===== config.mk =====
export PLATFORM = sky130hd
export DESIGN_NAME = fpmul_pipe_param
export DESIGN_NICKNAME = d
export VERILOG_FILES = /design/src/rtl/fpmul_pipe_param.sv
export SDC_FILE = /design/constraint.sdc
export NUM_CORES = 1
export LEC_CHECK = 0
export BUFFER_PORTS_ARGS = -buffer_cell sky130_fd_sc_hd__buf_4
export CORE_MARGIN = 8
export CORE_UTILIZATION = 55
export CTS_CLUSTER_SIZE = 20
export DETAILED_ROUTE_END_ITERATION = 12
export GPL_TIMING_DRIVEN = 1
export PLACE_DENSITY = 0.74
export SYNTH_ARGS = -nofsm -noshare
export SYNTH_HDL_FRONTEND = slang
export SYNTH_SLANG_ARGS = --single-unit

===== constraint.sdc =====
create_clock -name clk -period 7.21 [get_ports clk]
set_clock_uncertainty 0.15 [all_clocks]
set_input_delay 0.3605 -clock clk [delete_from_list [all_inputs] [get_ports clk]]
set_output_delay 0.3605 -clock clk [all_outputs]
set_load 0.05 [all_outputs]

===== src/rtl/fpmul_pipe_param.sv =====
// fpmul_pipe_param: parametrised 3-stage pipelined floating-point multiplier with valid/ready backpressure
//   clk, rst_n (async active-low)          clock and reset
//   in_valid/in_ready, a, b, rnd_mode, tag_in   operand side (rnd_mode 0=RNE, 1=RTZ)
//   out_valid/out_ready, out, flags, tag_out    result side, flags = {invalid, overflow, underflow, inexact}
module fpmul_pipe_param #(
  parameter int EXP_W = 5,
  parameter int MAN_W = 10,
  parameter int TAG_W = 4
) (
  input  logic                   clk,
  input  logic                   rst_n,
  input  logic                   in_valid,
  output logic                   in_ready,
  input  logic [EXP_W+MAN_W:0]   a,
  input  logic [EXP_W+MAN_W:0]   b,
  input  logic                   rnd_mode,
  input  logic [TAG_W-1:0]       tag_in,
  output logic                   out_valid,
  input  logic                   out_ready,
  output logic [EXP_W+MAN_W:0]   out,
  output logic [3:0]             flags,
  output logic [TAG_W-1:0]       tag_out
);
  localparam int S = MAN_W + 1;
  localparam int P = 2 * S;
  localparam int W = 1 + EXP_W + MAN_W;
  localparam int EW = EXP_W + 3;
  localparam int EI = EXP_W + $clog2(P) + 4;
  localparam int BIAS = 2 ** (EXP_W - 1) - 1;
  localparam logic [EXP_W-1:0] E_ONES = '1;
  localparam logic [EI-1:0] E_MAX = EI'(2 ** EXP_W - 1);
  localparam logic [W-1:0] QNAN = {1'b0, E_ONES, 1'b1, {(MAN_W-1){1'b0}}};
  localparam logic [W-1:0] INF = {1'b0, E_ONES, {MAN_W{1'b0}}};
  localparam logic [W-1:0] MAXF = {1'b0, {(EXP_W-1){1'b1}}, 1'b0, {MAN_W{1'b1}}};
  logic rdy, advance;
  assign advance = ~out_valid | out_ready;
  assign in_ready = rdy & advance;
  logic [EXP_W-1:0] ea, eb, ea_eff, eb_eff;
  logic [MAN_W-1:0] fa, fb;
  logic a_nan, b_nan, a_inf, b_inf, a_zero, b_zero, a_snan, b_snan;
  logic [S-1:0] sa, sb;
  assign {ea, fa} = a[W-2:0];
  assign {eb, fb} = b[W-2:0];
  assign a_nan = (ea == E_ONES) & (|fa);
  assign b_nan = (eb == E_ONES) & (|fb);
  assign a_snan = a_nan & ~fa[MAN_W-1];
  assign b_snan = b_nan & ~fb[MAN_W-1];
  assign a_inf = (ea == E_ONES) & ~(|fa);
  assign b_inf = (eb == E_ONES) & ~(|fb);
  assign a_zero = (ea == '0) & ~(|fa);
  assign b_zero = (eb == '0) & ~(|fb);
  // subnormals: implicit bit 0 and effective exponent 1
  assign sa = {|ea, fa};
  assign sb = {|eb, fb};
  assign ea_eff = (ea == '0) ? EXP_W'(1) : ea;
  assign eb_eff = (eb == '0) ? EXP_W'(1) : eb;
  logic v1, sgn1, nan1, inv1, inf1, zero1, rm1;
  logic [TAG_W-1:0] tag1;
  logic [P-1:0] p1;
  logic [EW-1:0] e1;
  logic [EI-1:0] lz, ex, er, neg, shc;
  logic [P-1:0] pn;
  logic [2*P-1:0] x;
  logic tiny;
  // leading-zero count covers both the product-MSB shift and subnormal-input normalisation
  always_comb begin
    lz = '0;
    for (int i = 0; i < P; i++) if (p1[i]) lz = EI'(P - 1 - i);
  end
  assign pn = p1 << lz;
  assign ex = {{(EI-EW){e1[EW-1]}}, e1};
  assign er = ex + EI'(1) - lz;
  assign tiny = er[EI-1] | (er == '0);
  assign neg = EI'(1) - er;
  assign shc = tiny ? ((neg > EI'(P)) ? EI'(P) : neg) : '0;
  // pn sits in the upper half so a right shift of up to P loses nothing from sticky
  assign x = {pn, {P{1'b0}}} >> shc;
  logic v2, sgn2, nan2, inv2, inf2, zero2, rm2, g2, st2, tiny2;
  logic [TAG_W-1:0] tag2;
  logic [S-1:0] m2;
  logic [EI-1:0] ex2;
  logic up, ovf, inx;
  logic [S:0] mr;
  logic [EI-1:0] ef;
  logic [W-1:0] res;
  logic [3:0] fl;
  assign up = ~rm2 & g2 & (st2 | m2[0]);
  assign mr = {1'b0, m2} + (S+1)'(up);
  // subnormal carry into the implicit bit yields exponent 1; normal carry-out bumps the exponent
  assign ef = tiny2 ? EI'(mr[MAN_W]) : ex2 + EI'(mr[S]);
  assign ovf = ef >= E_MAX;
  assign inx = g2 | st2;
  always_comb begin
    res = nan2 ? QNAN : inf2 ? {sgn2, INF[W-2:0]} : zero2 ? {sgn2, {(W-1){1'b0}}} :
          ovf ? {sgn2, (rm2 ? MAXF[W-2:0] : INF[W-2:0])} : {sgn2, ef[EXP_W-1:0], mr[MAN_W-1:0]};
    fl = nan2 ? {inv2, 3'b000} : (inf2 | zero2) ? 4'b0000 : ovf ? 4'b0101 : {2'b00, tiny2 & inx, inx};
  end
  always_ff @(posedge clk or negedge rst_n)
    if (!rst_n) begin
      rdy <= 1'b0;
      v1 <= 1'b0;
      v2 <= 1'b0;
      out_valid <= 1'b0;
      out <= '0;
      flags <= '0;
      tag_out <= '0;
    end else begin
      rdy <= 1'b1;
      if (advance) begin
        v1 <= in_valid & rdy;
        v2 <= v1;
        out_valid <= v2;
        out <= res;
        flags <= fl;
        tag_out <= tag2;
      end
    end
  always_ff @(posedge clk)
    if (advance) begin
      sgn1 <= a[W-1] ^ b[W-1];
      nan1 <= a_nan | b_nan | (a_inf & b_zero) | (a_zero & b_inf);
      inv1 <= a_snan | b_snan | (a_inf & b_zero) | (a_zero & b_inf);
      inf1 <= a_inf | b_inf;
      zero1 <= a_zero | b_zero;
      rm1 <= rnd_mode;
      tag1 <= tag_in;
      p1 <= P'(sa) * P'(sb);
      e1 <= EW'(ea_eff) + EW'(eb_eff) - EW'(BIAS);
      sgn2 <= sgn1;
      nan2 <= nan1;
      inv2 <= inv1;
      inf2 <= inf1;
      zero2 <= zero1;
      rm2 <= rm1;
      tag2 <= tag1;
      m2 <= x[2*P-1 -: S];
      g2 <= x[2*P-1-S];
      st2 <= |x[2*P-2-S:0];
      tiny2 <= tiny;
      ex2 <= tiny ? '0 : er;
    end
endmodule


======== After elaboration in Yosys (flattened, before gate mapping) ========
Index checks and enable logic that the tools add are counted.
storage, ports and cells
  register bits ........................... 105
  bits of input ports ..................... 41
  word-level logic and storage cells ...... 120
operators by class
  $add $sub $neg .......................... 7
  multiply operators ...................... 1
  $lt $le $gt $ge ......................... 2
  equality and inequality tests ........... 2
  shift-type cells ........................ 2
  multiplexer cells ....................... 35
  bitwise logic cells ..................... 35
  reductions and logical operators ........ 8
operators with widths
  operator               count
  $mux 14                23
  $mux 15                3
  $shr 44x14->44         1
  $reduce_or 32->1       1
  $mul 11x11->22         1
  $shl 22x14->22         1
  $mux 5                 4
  $reduce_or 10->1       2
  $mux 16                1
  $and 1x1->1            15
  $add 14x1->14          1
  $ge 14x5->1 const B    1
  $gt 14x5->1 const B    1
  $logic_not 14->1       1
  $sub 1x14->14 const A  1
  $sub 14x14->14         1
  $or 1x1->1             13
  $add 11x1->12          1
  $mux 11                1
  $eq 5x5->1 const B     2
  $logic_not 5->1        2
  $reduce_or 5->1        2
  $add 7x2->8 const B    1
  $sub 6x4->7 const B    1
  5 further kinds        11

======== Logic depth before layout (Yosys ltp) ========
Gate-level depths: netlist (run 1).
  depth after elaboration ................. 29
  mapped depth ............................ 29

======== Worst setup path before layout (run 1) ========
Ideal clock, no wire load.
  path kind ............................... register to register
  start point ............................. register p1[11]
  end point ............................... register st2, data pin
  library setup time ...................... 0.263 ns
  arrival time ............................ 6.230 ns
  path slack .............................. 0.567 ns
  cell stages (with the launch flop) ...... 21
  path buffers ............................ 1
  period minus slack after synthesis ...... 6.643 ns
  cells stage by stage .................... edfxtp_1 -> or3_1 -> a221oi_1 -> o21a_1 -> o21ai_2 -> inv_2 -> buf_2 -> ha_1 -> inv_1 -> fa_1 -> a211o_1 -> and3_1 -> o221a_2 -> o311ai_0 -> o211a_1 -> o211ai_1 -> o21ai_0 -> mux4_2 -> a2111oi_2 -> nand4_1 -> a2111o_1
between the ends
  longest elaborated chain between the ends .. 18
  elaborated cells on any way between the ends .. 21
ends and longest elaborated chain
  item                    line  source
  start, declared         59    logic [P-1:0] p1;
  start signal, assigned  127   p1 <= P'(sa) * P'(sb);
  $mux 14 (11 in series)  68    for (int i = 0; i < P; i++) if (p1[i]) lz = EI'(P - 1 - i);
  $sub 14x14->14          72    assign er = ex + EI'(1) - lz;
  $sub 1x14->14           74    assign neg = EI'(1) - er;
  $gt 14x5->1             75    assign shc = tiny ? ((neg > EI'(P)) ? EI'(P) : neg) : '0;
  $mux 14 (2 in series)   75
  $shr 44x14->44 *        77    assign x = {pn, {P{1'b0}}} >> shc;
  $reduce_or 32->1 *      138   st2 <= |x[2*P-2-S:0];
  end signal, assigned    138
  end, declared           78    logic v2, sgn2, nan2, inv2, inf2, zero2, rm2, g2, st2, tiny2;
Mark *: on every way between the ends. The rest lies on a longest branch, timed or not.
A chain may end at the register's enable or synchronous reset.

======== Final worst setup path (run 1) ========
Ends and elaborated chain as after synthesis.

==> results of run 1 <==
## final timing paths
path / startpoint / end / slack, ns
worst max-delay path: p1[11]$_DFFE_PN_ / st2$_DFFE_PN_ / 0.57
worst min-delay path: tag_in[3] / tag1[3]$_DFFE_PN_ / 0.02
worst max register to register: p1[11]$_DFFE_PN_ / st2$_DFFE_PN_ / 0.57
worst min register to register: nan1$_DFFE_PN_ / nan2$_DFFE_PN_ / 0.27
max in group asynchronous: rst_n / out[3]$_DFFE_PN0N_ / 6.35
min in group asynchronous: rst_n / out[12]$_DFFE_PN0N_ / 0.30
## logic make-up after synthesis
| group | share of synthesized area, % |
|---|---|
| muxes | 4.12 |
| DFF | 26.3 |
| and+or+nand+nor | 20.2 |
| xor gates and xnor gates | 2.83 |
| adders and majority gates | 23.2 |
| other | 0.0656 |
| buffers and inverters | 6.47 |
| AOI/OAI and AO/OA | 16.8 |
## synth_stat cells, drive strengths merged (28+ instances only)
cell type  number
nor2           85
mux2i          31
ha             81
o21ai          56
and2           68
edfxtp         77
nand2         151
nand3          32
inv           132
dfrtp          28
fa             82
a21oi          55
nor3           34
clkbuf         58
## registers in the layout, summed over array words and instances, names as in the netlist, 7 cells and up
name	count
e1	7
ex2	14
m2	11
out	16
p1	22
## report_power, final
part | switching [µW] | internal [µW]
clock | 240 | 245
sequential | 236 | 1010
combinational | 2600 | 1720
## per-layer routing
| metal | vias to the layer above | wire (µm) | part of all wire [%] |
|---|---|---|---|
| met5 | - | 0 | 0 |
| met4 | 0 | 762 | 2.7 |
| met3 | 51 | 1820 | 6.4 |
| met2 | 345 | 13200 | 47 |
| met1 | 4614 | 12400 | 44 |
| li1 | 4613 | - | - |
## stage by stage
step	total power (µW)	hold slack, ns
3_3_place_gp	5470	0.138
3_5_place_dp	5490	0.143
4_1_cts	6020	0.0100
6_report	6060	0.0225
5_1_grt	6580	0.00857
2_1_floorplan	4460	-0.0851
## cell type report
class / instances / area share [%]
multi-input combinational: 995 / 61.9
sequential: 105 / 24.2
timing repair buffer: 80 / 4.84
inverter: 133 / 4.02
tap: 270 / 2.71
clock buffer: 9 / 1.81
clock inverter: 7 / 0.563
## repair_timing
item | 4_1_cts | 5_1_grt
hold endpoints to repair | 28 | 0
setup endpoints to repair | 0 | 0
hold buffers | 1 | 0
## worst max-delay path: cells and delay by family, from the launching register on
family          cells  cell delay (ns)
buf+inv             2             0.16
flops               1             0.50
simple gates        4             1.16
fa+ha+maj           2             0.58
compound gates     11             3.30
mux                 1             0.53
==> impl_metrics.json, run 1 <==
{
  "drt-initial-drc-count": 829,
  "ys_ff_latch": 105,
  "synth_top_area_cell": "edfxtp_1",
  "clk_pin_slew_ns": 0.08,
  "drc": 0,
  "syn_to_final_growth_pct": 8.80,
  "vias": 9623,
  "rows": 52,
  "postCtsSetupBuffers": 0,
  "htree_levels": 3,
  "rsz0062_at_grt": "no",
  "drv_slew": 0,
  "fin_ws_ns": 0.566,
  "cts.sinks": 105,
  "core_area_um2": 20400,
  "syn_area_um2": 11400,
  "ant_nets": 0,
  "p_leak_uw": 0.00559,
  "grt_usage_pct": 21.9,
  "design.portCount": 67,
  "regArea_um2": 3010,
  "start_util_pct": 56.2,
  "use_met1_pct": 29.5,
  "worstMarginPinSlew_ns": 1.15,
  "cp.required_ns": 7.17,
  "multi_input_area_um2": 7710,
  "wl_per_cell_um": 17.6,
  "overflow": 0,
  "fin_util_pct": 61.2,
  "ys_top_cells_by_area": "edfxtp_1 (20%), fa_1 (14%), ha_1 (8.9%)",
  "grt_max_degree": 93,
  "n_fill_cell": 1763,
  "min_path_cells": 1,
  "slew_headroom_pct": 23.3,
  "placed_area_um2": 12200,
  "reg2regPathDepth": 20,
  "port_buffers": 66,
  "nets": 1528,
  "wl_mm": 28.2,
  "post-route-min-period_ns": 6.64,
  "drtPass1Iterations": 6,
  "syn_avg_cell_area_um2": 8.85,
  "setup_tns_ns": 0,
  "setup_viol_count_final": 0,
  "post_cts_resized": 0,
  "clockBufferDepth": 2,
  "grt_antenna_before_repair": 0,
  "die_x_um": 160,
  "die_h_um": 160,
  "grt_pass1_wl_mm": 47.1,
  "clock.fmax_mhz": 151,
  "gp_congestion": 0.992,
  "gr-max-usage-layer": "met2",
  "crit_chain": "or3_1, a221oi_1, o21a_1, o21ai_2, inv_2, ha_1, inv_1, fa_1, a211o_1, and3_1, o221a_2, o311ai_0, o211a_1, o2111ai_2, nor2_4, a31oi_1, mux4_2, a2111oi_2, nand4_1, a2111o_1",
  "synthFlopType": "edfxtp_1",
  "yosysWarningCount": 0,
  "endpoint_kind": "register",
  "final_common_cell": "nand2_1",
  "stdcell_area_um2": 12500,
  "met2_usage_pct": 35.4,
  "viasPerCell": 6.02,
  "startpoint_type": "register",
  "cp_slowest_stage_delay_ns": 0.53,
  "cts_tree": "built",
  "crit_slowest_cell": "mux4_2",
  "yosysSeqAreaShare_pct": 26.3,
  "dpl.hpwl_mm": 21.8,
  "clkLatencyLatePin_ns": 0.36,
  "layout.cells.non_filler": 1599,
  "worstPathArrival_ns": 6.60,
  "worst-path-max-fanout": 17,
  "netlist.area_leader.share_pct": 20.2,
  "critPathKind": "register to register",
  "status": "finished, final reports clean",
  "grt_pass1_vias": 9359,
  "syn_inst": 1293,
  "synthDistinctLibCells": 84,
  "min_path_type": "input port to register",
  "async_flop_share_pct": 26.7,
  "use_met3_pct": 3.47,
  "cap_violations": 0,
  "cts_root_buf": "clkbuf_16",
  "diodes": 0,
  "numCtsBuffers": 9,
  "die_area_um2": 25700,
  "finalHoldViolCount": 0,
  "worst_ir_drop_vdd_mv": 0.301,
  "place_ws_ns": 0.656,
  "dp.cells": 1582,
  "drive_gt1_share_pct": 9.26,
  "power.density_nw_per_um2": 486,
  "period_share_pct": 92.1,
  "synth_edf_count": 77,
  "layout_common_cells": "nand2_1 (151), inv_1 (127), nor2_1 (84)"
}
Note: power is estimated with default switching activity, not from simulation.
==> run 2, diff against run 1 <==
--- a/config.mk
+++ b/config.mk
@@ -11,7 +11,7 @@
 export CTS_CLUSTER_SIZE = 20
 export DETAILED_ROUTE_END_ITERATION = 12
 export GPL_TIMING_DRIVEN = 1
-export PLACE_DENSITY = 0.74
+export PLACE_DENSITY = 0.77
 export SYNTH_ARGS = -nofsm -noshare
 export SYNTH_HDL_FRONTEND = slang
 export SYNTH_SLANG_ARGS = --single-unit
==> constraint.sdc (replaced) <==
create_clock -name clk -period 5.55 [get_ports clk]
set_clock_uncertainty 0.15 [all_clocks]
set_input_delay 0.2775 -clock clk [delete_from_list [all_inputs] [get_ports clk]]
set_output_delay 0.2775 -clock clk [all_outputs]
set_load 0.05 [all_outputs]
==> run 2 against run 1 <==
Net effect: the flow now finishes with violations (setup timing); combinational power grew 70%; highest routed layer unchanged; first-iteration DRC count grew 18%; total power rose by 59%; setup slack got worse by 0.68 ns; critical endpoint unchanged; sequential power grew 25%; core utilization grew 8.2 points.
==> impl_metrics.json, run 2 (synthesis results as in run 1) <==
{
  "grt_usage_pct": 24.2,
  "drt-initial-drc-count": 979,
  "p_leak_uw": 0.00653,
  "cp-endpoint": "st2$_DFFE_PN_",
  "finalHoldViolCount": 0,
  "cts_root_buf": "clkbuf_16",
  "r2r_start": "p1[2]$_DFFE_PN_",
  "ant_nets": 0,
  "htree_levels": 3,
  "critPathKind": "register to register",
  "largest_reg_flops": 22,
  "overflow": 0,
  "layout.cells.non_filler": 1784,
  "period_share_pct": 102,
  "post-route-min-period_ns": 5.66,
  "dpl.hpwl_mm": 24.8,
  "slew_headroom_pct": 52.7,
  "worst_ir_drop_vdd_mv": 0.329,
  "fin_ws_ns": -0.110,
  "syn_to_final_growth_pct": 23.4,
  "largest_register": "p1",
  "reg2regPathDepth": 20,
  "final_common_cell": "buf_4",
  "design.portCount": 67,
  "cts_tree": "built",
  "setup_viol_count_final": 1,
  "gp_congestion": 0.971,
  "cap_violations": 0,
  "endpoint_kind": "register",
  "clkLatencyLatePin_ns": 0.37,
  "drive_gt1_share_pct": 22.3,
  "die_h_um": 160,
  "status": "finished, violations left",
  "min_path_cells": 3,
  "clk_pin_slew_ns": 0.09,
  "grt_antenna_before_repair": 0,
  "wl_per_cell_um": 17.4,
  "n_fill_cell": 1596,
  "power.density_nw_per_um2": 680,
  "violations": "setup timing",
  "cp.required_ns": 5.52,
  "die_x_um": 160,
  "clock.fmax_mhz": 177,
  "setup_tns_ns": -0.110,
  "drc": 0,
  "clockBufferDepth": 2,
  "start_util_pct": 56.2,
  "layout_common_cells": "buf_4 (256), nand2_1 (151), inv_1 (125)",
  "diodes": 0,
  "drv_slew": 0,
  "dp.cells": 1750,
  "nets": 1713,
  "rows": 52,
  "core_area_um2": 20400,
  "min_path_type": "input port to register",
  "startpoint_type": "register",
  "port_buffers": 66,
  "worstPathArrival_ns": 5.63,
  "drtPass1Iterations": 6,
  "die_area_um2": 25700,
  "vias": 10600,
  "viasPerCell": 5.92,
  "r2r-end": "st2$_DFFE_PN_",
  "ff2ff_setup_slack_ns": -0.11,
  "cts.sinks": 105,
  "wl_mm": 31.0,
  "largestRegisters": "p1 x22, out x16, ex2 x14",
  "worst-path-max-fanout": 6,
  "rsz0062_at_grt": "yes",
  "grt_pass1_wl_mm": 51.6,
  "numCtsBuffers": 9,
  "grt_pass1_vias": 10500,
  "grt_max_degree": 58,
  "worstMarginPinSlew_ns": 0.709,
  "crit_start": "p1[2]$_DFFE_PN_"
}
-- run 2: changes by cell type in the layout (fill, tap and decap cells not counted), moves of 3 or more --
cell           previous run  this run
a21boi_0                  8         4
o311ai_0                  3         0
o21ai_1                   6         9
a21boi_1                  0         4
dlygate4sd3_1             1         6
o21ai_0                  49        43
nor3_1                   34        31
buf_4                    79       256
a21oi_2                   0         5
a21oi_1                  55        49
-- run 2: final cells by class --
type	count	area, µm²	share of cell area [%]
Multi-Input combinational cell	995	7930	56.1
Sequential cell	105	3010	21.3
Timing Repair Buffer	265	2030	14.4
Inverter	133	503	3.56
Tap cell	270	338	2.39
Clock buffer	9	225	1.59
Clock inverter	7	87.6	0.620
-- run 2: what timing repair did --
action / CTS / global route
setup buffers: 3 / 9
hold endpoints to repair: 33 / 0
hold buffers: 6 / 0
endpoints found under the setup margin: 5 / 7
resized for setup: 17 / 35
pin swaps: 8 / 15
-- run 2: worst min-delay path by stage --
| stage | start | endpoint | slack [ns] |
|---|---|---|---|
| 6_report | in_valid | v1$_DFFE_PN0N_ | 0.02 |
| 5_1_grt | in_valid | v1$_DFFE_PN0N_ | 0.04 |
| 4_1_cts | in_valid | v1$_DFFE_PN0N_ | 0.02 |
| 3_5_place_dp | rst_n | out[12]$_DFFE_PN0N_ | 0.05 |
| 3_3_place_gp | rst_n | out[11]$_DFFE_PN0N_ | 0.05 |
| 2_1_floorplan | rst_n | flags[0]$_DFFE_PN0N_ | -0.17 |
-- run 2: worst max-delay path: stages (launching register included) --
cell and delay (ns):
edfxtp_1 0.41, or4_1 0.58, o211a_1 0.30, nor2_2 0.18, inv_2 0.06, ha_1 0.34, a211o_1 0.34, buf_4 0.16
a21oi_4 0.17, o221a_2 0.28, o21ai_0 0.09, o21ai_0 0.26, buf_4 0.16, o211ai_1 0.12, buf_4 0.18, o21ai_1 0.11
buf_4 0.17, mux4_2 0.56, a2111oi_4 0.30, nand4_1 0.13, a2111o_1 0.38
-- run 2: through the flow --
step	power [µW]	util, %	worst slack (ns)	cell area (µm²)	hold slack [ns]
global route	10300	69.4	-0.331	14100	0.0369
detailed placement	8390	66.2	-0.439	13500	0.0544
finish	9610	69.4	-0.110	14100	0.0210
global placement	8240	66.2	-0.367	13500	0.0498
CTS	9230	68.5	-0.140	13900	0.0181
floorplan	5860	-	-0.655	11500	-0.168
-- run 2: layer usage --
layer	vias to the layer above	track usage, %	part of all wire [%]
met5	-	0	0
met4	0	5.73	1.6
met3	45	3.93	6.9
met2	385	40.2	47
met1	5153	32.3	44
li1	4979	-	-
-- run 2: report_power, final --
group	leakage [µW]	internal (µW)	switching, µW	total [µW]
logic	0.00522	3410	3950	7360
registers	0.00116	1310	246	1550
clock network	0.000146	360	333	693
total	0.00653	5080	4530	9610
